`src/rtl/vga_timing_gen_if.sv`:
```
// Raster timing bundle: pixel enable in, sync/enable/coordinate/strobe outputs.
interface vga_timing_gen_if #(
  parameter int ADDR_W = 11
);
  logic              pix_ce;
  logic              hsync;
  logic              vsync;
  logic              de;
  logic [ADDR_W-1:0] x;
  logic [ADDR_W-1:0] y;
  logic              win_de;
  logic [ADDR_W-1:0] win_x;
  logic [ADDR_W-1:0] win_y;
  logic              line_start;
  logic              frame_start;

  modport master (
    input  pix_ce,
    output hsync, vsync, de, x, y, win_de, win_x, win_y, line_start, frame_start
  );

  modport slave (
    output pix_ce,
    input  hsync, vsync, de, x, y, win_de, win_x, win_y, line_start, frame_start
  );
endinterface

```
`src/rtl/vga_timing_gen.sv`:
```
// Parametrised raster timing generator with one movable sub-window.
// All outputs are registered from the pre-increment (h,v), one clk behind the counters.
module vga_timing_gen #(
  parameter int H_SYNC   = 96,
  parameter int H_BP     = 48,
  parameter int H_ACTIVE = 640,
  parameter int H_FP     = 16,
  parameter int V_SYNC   = 2,
  parameter int V_BP     = 33,
  parameter int V_ACTIVE = 480,
  parameter int V_FP     = 10,
  parameter bit HS_POL   = 1'b0,
  parameter bit VS_POL   = 1'b0,
  parameter int WIN_X    = 168,
  parameter int WIN_Y    = 112,
  parameter int WIN_W    = 304,
  parameter int WIN_H    = 256,
  parameter int ADDR_W   = 11
) (
  input  logic              clk,
  input  logic              rst,
  vga_timing_gen_if.master  bus
);

  localparam int H_TOTAL = H_SYNC + H_BP + H_ACTIVE + H_FP;
  localparam int V_TOTAL = V_SYNC + V_BP + V_ACTIVE + V_FP;
  localparam int H_ACT0  = H_SYNC + H_BP;
  localparam int V_ACT0  = V_SYNC + V_BP;

  typedef logic [ADDR_W-1:0] cnt_t;
  typedef logic [ADDR_W:0]   wide_t;

  localparam cnt_t  H_LAST   = cnt_t'(H_TOTAL - 1);
  localparam cnt_t  V_LAST   = cnt_t'(V_TOTAL - 1);
  localparam cnt_t  H_SYNC_C = cnt_t'(H_SYNC);
  localparam cnt_t  V_SYNC_C = cnt_t'(V_SYNC);
  localparam cnt_t  H_ACT0_C = cnt_t'(H_ACT0);
  localparam cnt_t  V_ACT0_C = cnt_t'(V_ACT0);
  localparam cnt_t  H_ACT1_C = cnt_t'(H_ACT0 + H_ACTIVE);
  localparam cnt_t  V_ACT1_C = cnt_t'(V_ACT0 + V_ACTIVE);
  localparam cnt_t  WIN_X_C  = cnt_t'(WIN_X);
  localparam cnt_t  WIN_Y_C  = cnt_t'(WIN_Y);
  // One extra bit so WIN_X+WIN_W past the counter range cannot wrap.
  localparam wide_t WIN_X0_W = wide_t'(WIN_X);
  localparam wide_t WIN_X1_W = wide_t'(WIN_X + WIN_W);
  localparam wide_t WIN_Y0_W = wide_t'(WIN_Y);
  localparam wide_t WIN_Y1_W = wide_t'(WIN_Y + WIN_H);

  cnt_t h;
  cnt_t v;

  // NOTE: sequential state uses non-blocking assignments so every register
  // samples the pre-edge values, regardless of block ordering.
  always_ff @(posedge clk or posedge rst) begin
    if (rst) begin
      h <= '0;
      v <= '0;
    end else if (bus.pix_ce) begin
      if (h == H_LAST) begin
        h <= '0;
        v <= (v == V_LAST) ? '0 : v + 1'b1;
      end else begin
        h <= h + 1'b1;
      end
    end
  end

  logic hsync_n, vsync_n, de_n, win_n;
  cnt_t ax, ay, x_n, y_n, wx_n, wy_n;

  // NOTE: every always_comb output gets a default first, so no path leaves
  // a variable unassigned and no latch is inferred.
  always_comb begin
    ax      = h - H_ACT0_C;
    ay      = v - V_ACT0_C;
    hsync_n = (h < H_SYNC_C) ? HS_POL : !HS_POL;
    vsync_n = (v < V_SYNC_C) ? VS_POL : !VS_POL;
    de_n    = (h >= H_ACT0_C) && (h < H_ACT1_C) && (v >= V_ACT0_C) && (v < V_ACT1_C);
    win_n   = de_n
              && ({1'b0, ax} >= WIN_X0_W) && ({1'b0, ax} < WIN_X1_W)
              && ({1'b0, ay} >= WIN_Y0_W) && ({1'b0, ay} < WIN_Y1_W);
    x_n     = '0;
    y_n     = '0;
    wx_n    = '0;
    wy_n    = '0;
    if (de_n) begin
      x_n = ax;
      y_n = ay;
    end
    if (win_n) begin
      wx_n = ax - WIN_X_C;
      wy_n = ay - WIN_Y_C;
    end
  end

  always_ff @(posedge clk or posedge rst) begin
    if (rst) begin
      bus.hsync       <= !HS_POL;
      bus.vsync       <= !VS_POL;
      bus.de          <= 1'b0;
      bus.x           <= '0;
      bus.y           <= '0;
      bus.win_de      <= 1'b0;
      bus.win_x       <= '0;
      bus.win_y       <= '0;
      bus.line_start  <= 1'b0;
      bus.frame_start <= 1'b0;
    end else begin
      // Strobes clear on any edge without pix_ce, keeping them one clk wide.
      bus.line_start  <= bus.pix_ce && (h == '0);
      bus.frame_start <= bus.pix_ce && (h == '0) && (v == '0);
      if (bus.pix_ce) begin
        bus.hsync  <= hsync_n;
        bus.vsync  <= vsync_n;
        bus.de     <= de_n;
        bus.x      <= x_n;
        bus.y      <= y_n;
        bus.win_de <= win_n;
        bus.win_x  <= wx_n;
        bus.win_y  <= wy_n;
      end
    end
  end

endmodule

```
`src/flat_wrapper.sv`:
```
// flat-port wrapper written by rule: the top's interface ports become plain ports
module vga_timing_gen_flat 
#(
  parameter int H_SYNC   = 96,
  parameter int H_BP     = 48,
  parameter int H_ACTIVE = 640,
  parameter int H_FP     = 16,
  parameter int V_SYNC   = 2,
  parameter int V_BP     = 33,
  parameter int V_ACTIVE = 480,
  parameter int V_FP     = 10,
  parameter bit HS_POL   = 1'b0,
  parameter bit VS_POL   = 1'b0,
  parameter int WIN_X    = 168,
  parameter int WIN_Y    = 112,
  parameter int WIN_W    = 304,
  parameter int WIN_H    = 256,
  parameter int ADDR_W   = 11
)
  (clk, rst, bus_pix_ce, bus_hsync, bus_vsync, bus_de, bus_x, bus_y, bus_win_de, bus_win_x, bus_win_y, bus_line_start, bus_frame_start);
  vga_timing_gen_if #(.ADDR_W(ADDR_W)) bus_i ();
  input  logic clk;
  input  logic rst;
  input wire logic [$bits(bus_i.pix_ce)-1:0] bus_pix_ce;
  output wire logic [$bits(bus_i.hsync)-1:0] bus_hsync;
  output wire logic [$bits(bus_i.vsync)-1:0] bus_vsync;
  output wire logic [$bits(bus_i.de)-1:0] bus_de;
  output wire logic [$bits(bus_i.x)-1:0] bus_x;
  output wire logic [$bits(bus_i.y)-1:0] bus_y;
  output wire logic [$bits(bus_i.win_de)-1:0] bus_win_de;
  output wire logic [$bits(bus_i.win_x)-1:0] bus_win_x;
  output wire logic [$bits(bus_i.win_y)-1:0] bus_win_y;
  output wire logic [$bits(bus_i.line_start)-1:0] bus_line_start;
  output wire logic [$bits(bus_i.frame_start)-1:0] bus_frame_start;
  assign bus_i.pix_ce = bus_pix_ce;
  assign bus_hsync = bus_i.hsync;
  assign bus_vsync = bus_i.vsync;
  assign bus_de = bus_i.de;
  assign bus_x = bus_i.x;
  assign bus_y = bus_i.y;
  assign bus_win_de = bus_i.win_de;
  assign bus_win_x = bus_i.win_x;
  assign bus_win_y = bus_i.win_y;
  assign bus_line_start = bus_i.line_start;
  assign bus_frame_start = bus_i.frame_start;
  vga_timing_gen #(.H_SYNC(H_SYNC), .H_BP(H_BP), .H_ACTIVE(H_ACTIVE), .H_FP(H_FP), .V_SYNC(V_SYNC), .V_BP(V_BP), .V_ACTIVE(V_ACTIVE), .V_FP(V_FP), .HS_POL(HS_POL), .VS_POL(VS_POL), .WIN_X(WIN_X), .WIN_Y(WIN_Y), .WIN_W(WIN_W), .WIN_H(WIN_H), .ADDR_W(ADDR_W)) u_core (.clk(clk), .rst(rst), .bus(bus_i));
endmodule
```
`config.mk`:
```
export PLATFORM = sky130hd
export DESIGN_NAME = vga_timing_gen_flat
export DESIGN_NICKNAME = d
export VERILOG_FILES = /design/src/rtl/vga_timing_gen_if.sv /design/src/rtl/vga_timing_gen.sv /design/src/flat_wrapper.sv
export SDC_FILE = /design/constraint.sdc
export NUM_CORES = 1
export LEC_CHECK = 0
export ABC_AREA = 0
export CAP_MARGIN = 20
export CORE_MARGIN = 1
export CORE_UTILIZATION = 37
export CTS_BUF_LIST = sky130_fd_sc_hd__clkbuf_16
export DETAILED_ROUTE_END_ITERATION = 7
export HOLD_SLACK_MARGIN = 0.05
export PLACE_DENSITY = 0.58
export SYNTH_ARGS = -nofsm -noshare
export SYNTH_HDL_FRONTEND = slang
export SYNTH_SLANG_ARGS = --single-unit
```
`constraint.sdc`:
```
create_clock -name clk -period 2.5 [get_ports clk]
set_input_delay 0.5 -clock clk [delete_from_list [all_inputs] [get_ports clk]]
set_output_delay 0.5 -clock clk [all_outputs]
set_load 0.01 [all_outputs]
```
* Yosys cells after proc, flatten, opt, wreduce, memory -nomap -nowiden
Index checks and enable logic that the tools add are counted.
** Cells by class
- Add/sub/neg operators :: 6
- Order comparisons :: 10
- Equality and inequality tests :: 2
- Muxes and demuxes :: 8
- Reduce and logical (&&, ||, !) cells :: 12
** Operators by type and width (count)
- 11-bit 2-to-1 mux :: 6
- 11-bit by 1-bit adder with 11-bit output (second input constant) :: 2
- 11-bit by 10-bit == test with 1-bit output (second input constant) :: 2
- 11-bit by 8-bit >= comparator with 1-bit output (second input constant) :: 2
- 11-bit zero test :: 2
- 11-bit by 10-bit less-than comparator with 1-bit output (second input constant) :: 2
- 11-bit by 9-bit less-than comparator with 1-bit output (second input constant) :: 2
- 11-bit by 8-bit subtractor with 11-bit output (second input constant) :: 2
- 11-bit by 6-bit >= comparator with 1-bit output (second input constant) :: 1
- 11-bit by 7-bit >= comparator with 1-bit output (second input constant) :: 1
- 11-bit by 2-bit less-than comparator with 1-bit output (second input constant) :: 1
- 11-bit by 7-bit less-than comparator with 1-bit output (second input constant) :: 1
- 11-bit by 6-bit subtractor with 11-bit output (second input constant) :: 1
- 11-bit by 7-bit subtractor with 11-bit output (second input constant) :: 1
- 1-bit logical AND :: 9
- 1-bit 2-to-1 mux :: 2
- 2-bit AND reduction :: 1
** Word-level totals
- Register bits after elaboration :: 72
- Input port bits :: 3
- Output and inout bits :: 50
- Logic and storage cells :: 50

* Longest topological paths before layout
Gate-level depths: netlist (run 1).
- Depth in word-level cells :: 9
- Mapped depth :: 13
- Mapped depth without buffers :: 10

* Worst setup path before layout (run 1)
OpenSTA, ideal clock, no wires.
- Kind :: register -> register
- Start :: register u_core.v[0]
- End :: register u_core.bus.win_x[5]
- Setup time :: 0.081 ns
- Arrival time :: 2.526 ns
- Data required time :: 2.419 ns
- Path slack :: -0.106 ns
- Cell stages (with the launch flop) :: 14
- Buffers on the path :: 3
- Clock period less this slack :: 2.606 ns
- Cell sequence :: dfrtp_1 > buf_6 > a2111o_1 > and2_4 > clkbuf_1 > nor2_1 > ha_1 > nand3_1 > o211ai_1 > and3_1 > mux2_2 > nand3b_4 > buf_6 > o22ai_2
** Between the ends
- Word-level cells in the longest chain between the ends :: 8
- Elaborated cells on any way between the ends :: 12
- Classes of those cells :: add/sub: 1; order compare: 4; mux: 1; reduce/logical: 6
** Ends and longest elaborated chain
- start, declared :: line vga_timing_gen.sv:50 : cnt_t v;
- start signal, assigned :: line vga_timing_gen.sv:61 : v <= (v == V_LAST) ? '0 : v + 1'b1;
- parallel branches: the longest is 6 deep, another holds 11-bit by 6-bit subtractor with 11-bit output
- 1-bit logical AND * :: line vga_timing_gen.sv:81 : && ({1'b0, ay} >= WIN_Y0_W) && ({1'b0, ay} < WIN_Y1_W);
- 11-bit 2-to-1 mux * :: line vga_timing_gen.sv:90 : if (win_n) begin
- end signal, assigned :: line vga_timing_gen.sv:119 : bus.win_x <= wx_n;
- end, declared :: line vga_timing_gen_if.sv:19 : output hsync, vsync, de, x, y, win_de, win_x, win_y, line_start, frame_start
Every way passes the cells marked *.
A chain may end at the register's enable or synchronous reset.

* Final worst setup path (run 1)
- Start :: register u_core.v[1]
- End :: register u_core.bus.win_y[1]
** Between the ends
- Word-level cells in the longest chain between the ends :: 8
- Elaborated cells on any way between the ends :: 13
- Classes of those cells :: add/sub: 2; order compare: 4; mux: 1; reduce/logical: 6
** Ends and longest elaborated chain
- parallel branches: the longest is 7 deep, another holds 11-bit by 6-bit subtractor with 11-bit output
- 11-bit 2-to-1 mux * :: line vga_timing_gen.sv:90
- end signal, assigned :: line vga_timing_gen.sv:120 : bus.win_y <= wy_n;
- end, declared :: line vga_timing_gen_if.sv:19
Marks and branches as above.

==> impl_metrics.env, run 1 <==
export IMPL_layout_drive_gt1_share=0.199
export IMPL_cts_path_max_buffers=2
export IMPL_synth_area_um2=4000
export IMPL_swShare=0.268
export IMPL_crit_fanout=8
export IMPL_antenna_found_initial=0
export IMPL_numPortBuffers=52
export IMPL_p_seq_frac=0.398
export IMPL_grt_overflow_total=0
export IMPL_finalHoldViolCount=0
export IMPL_synthArstFlopShare=1.00
export IMPL_cts_tree="yes"
export IMPL_ys_ff_latch=72
export IMPL_drc_errors=0
export IMPL_cp_end_kind="register"
export IMPL_hp_class="primary input to register"
export IMPL_min_path_cells=2
export IMPL_grt_pass1_wl_um=16700
export IMPL_routed_wl_um=10400
export IMPL_power_switching_mw=0.886
export IMPL_yosysTopAreaCellShare=0.438
export IMPL_final_cell_mix="dfrtp_1, inv_1, clkdlybuf4s50_1"
export IMPL_hpwlAfterDp_um=7260
export IMPL_gp_congestion=0.857
export IMPL_arrival_ns=2.74
export IMPL_comb_power_share=0.168
export IMPL_worst_pin_slew_ns=0.545
export IMPL_die_y_um=106
export IMPL_finalWorstSetupSlack_ns=0.0156
export IMPL_internal_power_mw=2.41
export IMPL_grt_use_met2=0.295
export IMPL_setup_viol=0
export IMPL_drt_iter0_drc=171
export IMPL_die_w_um=106
export IMPL_diodes=0
export IMPL_area_growth_pct=35.6
export IMPL_synth_edf_count=0
export IMPL_crit_type="register to register"
export IMPL_row_count=37
export IMPL_yosysWarningCount=0
export IMPL_ant_nets=0
export IMPL_coreArea_um2=10400
export IMPL_htreeDepth=3
export IMPL_n_fill_cell=990
export IMPL_synthCells=432
export IMPL_syn_avg_cell_area_um2=9.26
export IMPL_slew_headroom=0.634
export IMPL_finClkSkew_ns=0.00703
export IMPL_critPathRequiredTime_ns=2.76
export IMPL_ys_flop_type="dfrtp_1"
export IMPL_period_needed_ns=2.48
export IMPL_rr_worst_depth=11
export IMPL_vias_per_cell=5.15
export IMPL_fin_nets=533
export IMPL_clkPwrFrac=0.434
export IMPL_clk_latency_ns=0.34
export IMPL_cts_sinks=72
export IMPL_synth_area_leaders="dfrtp_1, inv_1, o22ai_1, xor2_1, ha_1"
export IMPL_leakage_nw=2.35
export IMPL_numCtsBuffers=9
export IMPL_grt_util_all_layers=0.193
export IMPL_postLayoutCoreUtil=0.521
export IMPL_wire_per_inst_um=15.9
export IMPL_fin_crit_sh=0.994
export IMPL_critical_path_cell_chain="a2111o_1 -> and2_4 -> nor2_4 -> ha_4 -> nand3_2 -> o211ai_1 -> and3_1 -> mux2_4 -> nand3b_4 -> clkbuf_16 -> o22ai_1"
export IMPL_firstDrtPassIters=4
export IMPL_ir_worst_vdd_mv=0.244
export IMPL_yosysSeqAreaShare=0.451
export IMPL_cts_hold_buf=0
export IMPL_max_stage_delay_ns=0.49
export IMPL_layout_commonest_cell="dfrtp_1"
export IMPL_syn_nets=447
export IMPL_root_buffer="clkbuf_16"
export IMPL_fmax_mhz=403
export IMPL_maxCapViolCount=0
export IMPL_grt_setup_unrepaired="true"
export IMPL_num_vias=3390
export IMPL_globalRouteMet1Util=0.272
export IMPL_p_per_area_nw_per_um2=608
export IMPL_critPathSlowestCell="a2111o_1"
export IMPL_initial_core_util=0.384
export IMPL_maxSlewViolCount=0
export IMPL_dpl_worst_slack_ns=-0.0901
export IMPL_cp_start_kind="register"
export IMPL_yosysTopAreaCell="dfrtp_1"
export IMPL_grt_pass1_vias=3328
export IMPL_use_met3=0.0251
export IMPL_status="finished clean"
export IMPL_io_pin_count=53
export IMPL_die_area_um2=11200
export IMPL_path_clk_slew_ns=0.05
export IMPL_grt_max_degree=73
export IMPL_top_usage_layer="met2"
export IMPL_yosysUniqueCellTypes=53
-- metal layers --
metal / vias to the layer above / part of all wire
met5: - / 0
met4: 0 / 0.021
met3: 15 / 0.033
met2: 75 / 0.47
met1: 1637 / 0.48
li1: 1663 / -
-- stage by stage --
stage | total power, mW | std cells | TNS, ns | hold WS [ns] | cell area, µm²
after floorplan | 1.71 | 432 | 0 | 0.491 | 4020
after global placement | 1.88 | 635 | 0 | 0.504 | 4910
after detailed placement | 1.89 | 635 | -1.13 | 0.492 | 4910
after CTS | 3.33 | 652 | 0 | 0.441 | 5260
after global routing | 3.45 | 658 | -1.25 | 0.474 | 5430
final | 3.30 | 658 | 0 | 0.437 | 5430
-- power by group through the flow --
stage / clock, mW / combinational, mW / sequential, mW
2_1_floorplan: 0 / 0.406 / 1.30
3_3_place_gp: 0 / 0.553 / 1.33
3_5_place_dp: 0 / 0.555 / 1.33
4_1_cts: 1.46 / 0.559 / 1.31
5_1_grt: 1.51 / 0.617 / 1.33
6_report: 1.43 / 0.556 / 1.31
-- critical path, delay by kind of cell (launching register included) --
kind / cells / cell delay, ns
AOI/OAI and AO/OA: 3 / 0.77
and+or+nand+nor: 5 / 0.71
DFF: 1 / 0.41
buffers and inverters: 1 / 0.21
muxes: 1 / 0.16
adders and majority gates: 1 / 0.14
-- cell type report --
type / instances / area, µm² / area share
Timing Repair Buffer: 102 / 951 / 0.175
Multi-Input combinational cell: 272 / 1950 / 0.359
Sequential cell: 72 / 1800 / 0.332
Tap cell: 136 / 170 / 0.0314
Clock inverter: 6 / 101 / 0.0187
Inverter: 61 / 229 / 0.0422
Clock buffer: 9 / 225 / 0.0415
-- cells in the mapped netlist, drive strengths merged, types with 2 or more instances --
library cell	count
o22a	2
dfstp	2
xnor2	15
nand3b	3
or2	2
o32a	2
buf	7
o211ai	3
or3	4
and3	2
inv	60
o22ai	42
a211oi	2
or3b	2
nand4	3
xor2	18
o31ai	6
ha	12
nand2b	8
nand2	27
o41ai	2
nor2	24
a31oi	2
a21oi	15
clkbuf	20
and2	3
nand3	15
nor4	7
dfrtp	70
nor3	11
o21ai	22
nor2b	4
o32ai	3
-- cell families (layout without fill, tap and decap cells) --
family          count (synthesis)  count (layout)  share of synthesized area
flops                          72              72                      0.451
mux                             2               2                    0.00532
xor+xnor                       33              33                     0.0722
fa+ha+maj                      12              12                     0.0375
buf+inv                        88             178                     0.0888
simple gates                  118             118                      0.154
compound gates                107             107                      0.192
-- sequential cells by signal, summed over array words and instances, names as in the netlist, 11 cells and up --
signal and count:
u_core.h 11, u_core.bus.win_y 11, u_core.bus.win_x 11, u_core.bus.y 11, u_core.bus.x 11, u_core.v 11
-- worst paths after layout --
check | startpoint | end | slack (ns)
setup / recovery | u_core.v[1] | u_core.bus.win_y[1] | 0.02
hold reg to reg | u_core.bus.hsync | u_core.bus.hsync | 0.50
setup reg to reg | u_core.v[1] | u_core.bus.win_y[1] | 0.02
max in group asynchronous | rst | u_core.bus.vsync | 1.59
min in group asynchronous | rst | u_core.bus.win_y[6] | 0.56
hold / removal | bus_pix_ce | u_core.bus.hsync | 0.44
-- what timing repair did --
action / 4_1_cts / 5_1_grt
setup buffers: 2 / 4
pin swaps: 1 / 12
gates resized for setup: 1 / 17
endpoints found under the setup margin: 21 / 26
cloned: 0 / 2
(Power assumes the default switching activity.)
==> run 2: changes to the inputs <==
MAX_ROUTING_LAYER = met4   (was unset)
==> run 2 against run 1 <==
Cell area is 1.3% lower. Clock power is 5% lower. Setup slack worse by 0.00089 ns. Power shrank 2.2%. Global-route usage increased by 0.18 points. Fmax hardly changed. Final cell count is 0.46% lower. Clock skew decreased by 0.00073 ns. Critical path depth fell by 1. Sequential share of layout area grew 0.43 points. First-iteration DRC count is 7.6% lower. Combinational power hardly changed. Critical path type unchanged. Critical endpoint is now u_core.bus.win_de. Largest cell class unchanged.
==> impl_metrics.env, run 2 (same netlist as run 1, synthesis figures left out) <==
export IMPL_cp_end_kind="register"
export IMPL_antenna_found_initial=0
export IMPL_cts_path_max_buffers=2
export IMPL_postLayoutCoreUtil=0.514
export IMPL_setup_viol=0
export IMPL_io_pin_count=53
export IMPL_finalHoldViolCount=0
export IMPL_crit_family="buffers and inverters"
export IMPL_grt_overflow_total=0
export IMPL_min_from="u_core.bus.hsync"
export IMPL_gp_congestion=0.873
export IMPL_coreArea_um2=10400
export IMPL_status="finished clean"
export IMPL_fin_crit_sh=0.994
export IMPL_htreeDepth=3
export IMPL_finClkSkew_ns=0.00630
export IMPL_die_w_um=106
export IMPL_startpoint="u_core.v[1]"
export IMPL_leakage_nw=2.29
export IMPL_numPortBuffers=52
export IMPL_cts_sinks=72
export IMPL_cts_tree="yes"
export IMPL_period_needed_ns=2.49
export IMPL_hpwlAfterDp_um=7160
export IMPL_p_per_area_nw_per_um2=602
export IMPL_hp_class="register to register"
export IMPL_comb_power_share=0.172
export IMPL_grt_max_degree=73
export IMPL_slew_headroom=0.625
export IMPL_wire_per_inst_um=15.6
export IMPL_die_area_um2=11200
export IMPL_grt_util_all_layers=0.195
export IMPL_worst_pin_slew_ns=0.562
export IMPL_grt_pass1_vias=3178
export IMPL_firstDrtPassIters=4
export IMPL_die_y_um=106
export IMPL_drt_iter0_drc=158
export IMPL_power_switching_mw=0.906
export IMPL_crit_type="register to register"
export IMPL_cpMostUsedCell="buf_4"
export IMPL_crit_fanout=8
export IMPL_internal_power_mw=2.32
export IMPL_maxCapViolCount=0
export IMPL_numCtsBuffers=9
export IMPL_swShare=0.281
export IMPL_routed_wl_um=10200
export IMPL_ant_nets=0
export IMPL_clkPwrFrac=0.420
export IMPL_max_stage_delay_ns=0.43
export IMPL_whs_ns=0.499
export IMPL_maxSlewViolCount=0
export IMPL_row_count=37
export IMPL_cp_start_kind="register"
export IMPL_vias_per_cell=5.16
export IMPL_reg2reg_from="u_core.v[1]"
export IMPL_initial_core_util=0.384
export IMPL_arrival_ns=2.67
export IMPL_layout_drive_gt1_share=0.191
export IMPL_critPathRequiredTime_ns=2.69
export IMPL_fmax_mhz=402
export IMPL_area_growth_pct=33.9
export IMPL_path_clk_slew_ns=0.06
export IMPL_critPathSlowestCell="dfrtp_1"
export IMPL_fin_nets=529
export IMPL_critPathBufInv=3
export IMPL_critical_path_cell_chain="ha_1 -> buf_4 -> o41a_1 -> buf_4 -> nor3_2 -> xnor2_1 -> mux2_4 -> nand3b_4 -> clkbuf_16 -> o21ai_0"
export IMPL_root_buffer="clkbuf_16"
export IMPL_diodes=0
export IMPL_totalNegativeSetupSlack_ns=0
export IMPL_p_seq_frac=0.408
export IMPL_grt_setup_unrepaired="true"
export IMPL_ir_worst_vdd_mv=0.263
export IMPL_drc_errors=0
export IMPL_final_cell_mix="dfrtp_1, inv_1, clkdlybuf4s50_1"
export IMPL_num_vias=3381
export IMPL_grt_pass1_wl_um=16500
export IMPL_layout_commonest_cell="dfrtp_1"
export IMPL_clk_latency_ns=0.33
export IMPL_cts_hold_buf=0
-- run 2: cell count changes in the layout (fill, tap and decap cells not counted), sizes merged --
cell / delta
clkbuf: -1
clkinvlp: +1
clkinv: +1
buf: -3
bufinv: -1
-- run 2: timing repair --
item | in CTS | in global routing
gates cloned | 0 | 1
buffers inserted | 0 | 5
setup endpoints to repair | 22 | 27
gates resized for setup | 1 | 15
pin swaps | 0 | 9
-- run 2: cell type report --
class,instances,area [µm²]
Fill cell,991,5060
Multi-Input combinational cell,272,1940
Sequential cell,72,1800
Timing Repair Buffer,98,903
Inverter,61,229
Clock buffer,9,225
Tap cell,136,170
Clock inverter,7,88.8
-- run 2: power by group through the flow --
stage | sequential [mW] | combinational (mW) | clock [mW]
4_1_cts | 1.31 | 0.555 | 1.38
2_1_floorplan | 1.30 | 0.406 | 0
3_3_place_gp | 1.33 | 0.547 | 0
5_1_grt | 1.32 | 0.618 | 1.43
6_report | 1.32 | 0.555 | 1.36
3_5_place_dp | 1.33 | 0.551 | 0
-- run 2: final timing paths --
kind	slack, ns	depth (start not counted)	endpoint
setup / recovery	0.01	10	u_core.bus.win_de
hold / removal	0.50	2	u_core.bus.hsync
setup reg to reg	0.01	10	u_core.bus.win_de
hold reg to reg	0.50	2	u_core.bus.hsync
max in group asynchronous	1.60	3	u_core.bus.vsync
min in group asynchronous	0.55	3	u_core.bus.y[4]
-- run 2: metrics by stage --
step / setup WS (ns) / cell area (µm²) / instances / power [mW]
after floorplan: 0.00142 / 4020 / 432 / 1.71
after global placement: 0.00516 / 4890 / 633 / 1.88
after detailed placement: -0.0611 / 4890 / 633 / 1.89
after CTS: 0.00459 / 5210 / 649 / 3.25
after global routing: -0.0898 / 5360 / 655 / 3.38
final: 0.0147 / 5360 / 655 / 3.23
-- run 2: worst min-delay path: stages, from the launching register on --
cell,delay [ns]
dfstp_2,0.37
nor2_1,0.08
a31oi_1,0.05
-- run 2: layer usage --
metal / vias up / track usage / routed length, µm
li1: 1663 / - / -
met1: 1632 / 0.274 / 5020
met2: 74 / 0.285 / 4710
met3: 12 / 0.0208 / 338
met4: 0 / 0.0833 / 170
met5: - / - / 0
==> run 3: changes to the inputs <==
CORE_MARGIN = unset   (was 1)
DONT_BUFFER_PORTS = 1   (was unset)
PLACE_DENSITY = 0.51   (was 0.58)
==> run 3 against run 2 <==
Power fell by 3.8%. Register-to-register slack barely moved. Clock-buffer cell count did not move. First-iteration DRC count rose by 23%. Critical endpoint is now u_core.bus.win_x[5]. Final cell count fell by 8.2%. Die area did not move.
==> impl_metrics.env, run 3 (same netlist as run 1, synthesis figures left out) <==
export IMPL_final_cell_mix="dfrtp_1, inv_1, buf_4"
export IMPL_gp_congestion=0.881
export IMPL_wl_met2_um=4610
export IMPL_hpwlAfterDp_um=7110
export IMPL_cts_sinks=72
export IMPL_finalWorstSetupSlack_ns=0.0194
export IMPL_routed_wl_um=10200
export IMPL_fmax_mhz=403
export IMPL_numCtsBuffers=9
export IMPL_layout_commonest_cell="dfrtp_1"
export IMPL_arrival_ns=2.74
export IMPL_postLayoutCoreUtil=0.461
export IMPL_root_buffer="clkbuf_16"
export IMPL_path_clk_slew_ns=0.06
export IMPL_ir_worst_vdd_mv=0.290
export IMPL_wire_per_inst_um=17.0
export IMPL_slew_headroom=0.703
export IMPL_numPortBuffers=0
export IMPL_initial_core_util=0.384
export IMPL_critical_path_cell_chain="a2111o_1 -> and2_4 -> nor2_4 -> ha_4 -> nand3_4 -> o211ai_1 -> and3_1 -> mux2_4 -> nand3b_4 -> buf_12 -> o22ai_2"
export IMPL_leakage_nw=2.09
export IMPL_cts_path_max_buffers=2
export IMPL_die_w_um=106
export IMPL_grt_util_all_layers=0.196
export IMPL_crit_fanout=10
export IMPL_dr_wl_met3_um=509
export IMPL_totalNegativeSetupSlack_ns=0
export IMPL_antenna_found_initial=0
export IMPL_finalNonFillerCells=601
export IMPL_maxCapViolCount=0
export IMPL_num_vias=3215
export IMPL_diodes=0
export IMPL_cp_start_kind="register"
export IMPL_die_area_um2=11200
export IMPL_dpl_worst_slack_ns=0.0523
export IMPL_layout_drive_gt1_share=0.202
export IMPL_routed_top_layer="met4"
export IMPL_finClkSkew_ns=0.00647
export IMPL_setup_viol=0
export IMPL_htreeDepth=3
export IMPL_wl_met1_um=4960
export IMPL_critPathSlowestCell="a2111o_1"
export IMPL_status="finished clean"
export IMPL_finalHoldViolCount=0
export IMPL_crit_type="register to register"
export IMPL_die_y_um=106
export IMPL_fin_crit_sh=0.992
export IMPL_hp_class="primary input to async pin"
export IMPL_cp_end_kind="register"
export IMPL_maxSlewViolCount=0
export IMPL_clk_latency_ns=0.33
export IMPL_n_fill_cell=1022
export IMPL_grt_pass1_wl_um=16700
export IMPL_worst_pin_slew_ns=0.442
export IMPL_p_per_area_nw_per_um2=646
export IMPL_grt_overflow_total=0
export IMPL_drt_iter0_drc=195
export IMPL_dpl_cell_count=582
export IMPL_period_needed_ns=2.48
export IMPL_fin_nets=475
export IMPL_critPathRequiredTime_ns=2.75
export IMPL_grt_setup_unrepaired="true"
export IMPL_grt_pass1_vias=3097
export IMPL_cts_tree="yes"
export IMPL_io_pin_count=53
export IMPL_grt_max_degree=73
export IMPL_area_growth_pct=19.9
export IMPL_vias_per_cell=5.35
export IMPL_max_stage_delay_ns=0.49
export IMPL_row_count=37
export IMPL_drc_errors=0
export IMPL_coreArea_um2=10400
export IMPL_firstDrtPassIters=4
export IMPL_ant_nets=0
## run 3: final cells by class
class,instances,area (µm²),share of cell area
clock buffer,9,225,0.0469
clock inverter,7,63.8,0.0133
inverter,61,229,0.0477
multi-input combinational,272,1930,0.402
sequential,72,1800,0.376
tap,136,170,0.0355
timing repair buffer,44,377,0.0785
## run 3: worst max-delay path: cells and delay by family (launching register included)
| kind | cells | cell delay (ns) |
|---|---|---|
| adder cells (fa/ha/maj) | 1 | 0.16 |
| AND/OR/NAND/NOR | 5 | 0.74 |
| AO/OA/AOI/OAI | 3 | 0.75 |
| buffers and inverters | 1 | 0.19 |
| flip-flops | 1 | 0.40 |
| multiplexers | 1 | 0.16 |
## run 3: worst paths after layout
kind,slack (ns),startpoint,depth (start not counted),end
max,0.02,u_core.v[0],11,u_core.bus.win_x[5]
min,0.14,rst,2,u_core.bus.y[2]
max reg2reg,0.02,u_core.v[0],11,u_core.bus.win_x[5]
min reg2reg,0.52,u_core.bus.hsync,2,u_core.bus.hsync
max in group asynchronous,2.02,rst,2,u_core.bus.vsync
min in group clk,0.24,bus_pix_ce,1,u_core.bus.hsync
## run 3: timing repair
item	in CTS	in global routing
hold buffers	0	0
buffers inserted	0	1
gates resized for setup	0	13
setup endpoints to repair	0	21
## run 3: per-layer routing
layer,up-vias,global-route usage
li1,1546,-
met1,1579,0.278
met2,78,0.273
met3,12,0.0374
met4,0,0.0813
met5,-,-
## run 3: power breakdown
group | total (mW) | switching [mW] | internal [mW]
sequential | 1.33 | 0.104 | 1.22
combinational | 0.518 | 0.300 | 0.218
clock | 1.26 | 0.495 | 0.763
total | 3.10 | 0.899 | 2.20
## run 3: stage by stage
| step | power, mW | hold slack [ns] | area [µm²] |
|---|---|---|---|
| floorplan | 1.71 | 0.491 | 4020 |
| global placement | 1.85 | 0.501 | 4390 |
| detailed placement | 1.85 | 0.509 | 4390 |
| CTS | 3.11 | 0.152 | 4680 |
| global route | 3.26 | 0.167 | 4800 |
| finish | 3.10 | 0.135 | 4800 |
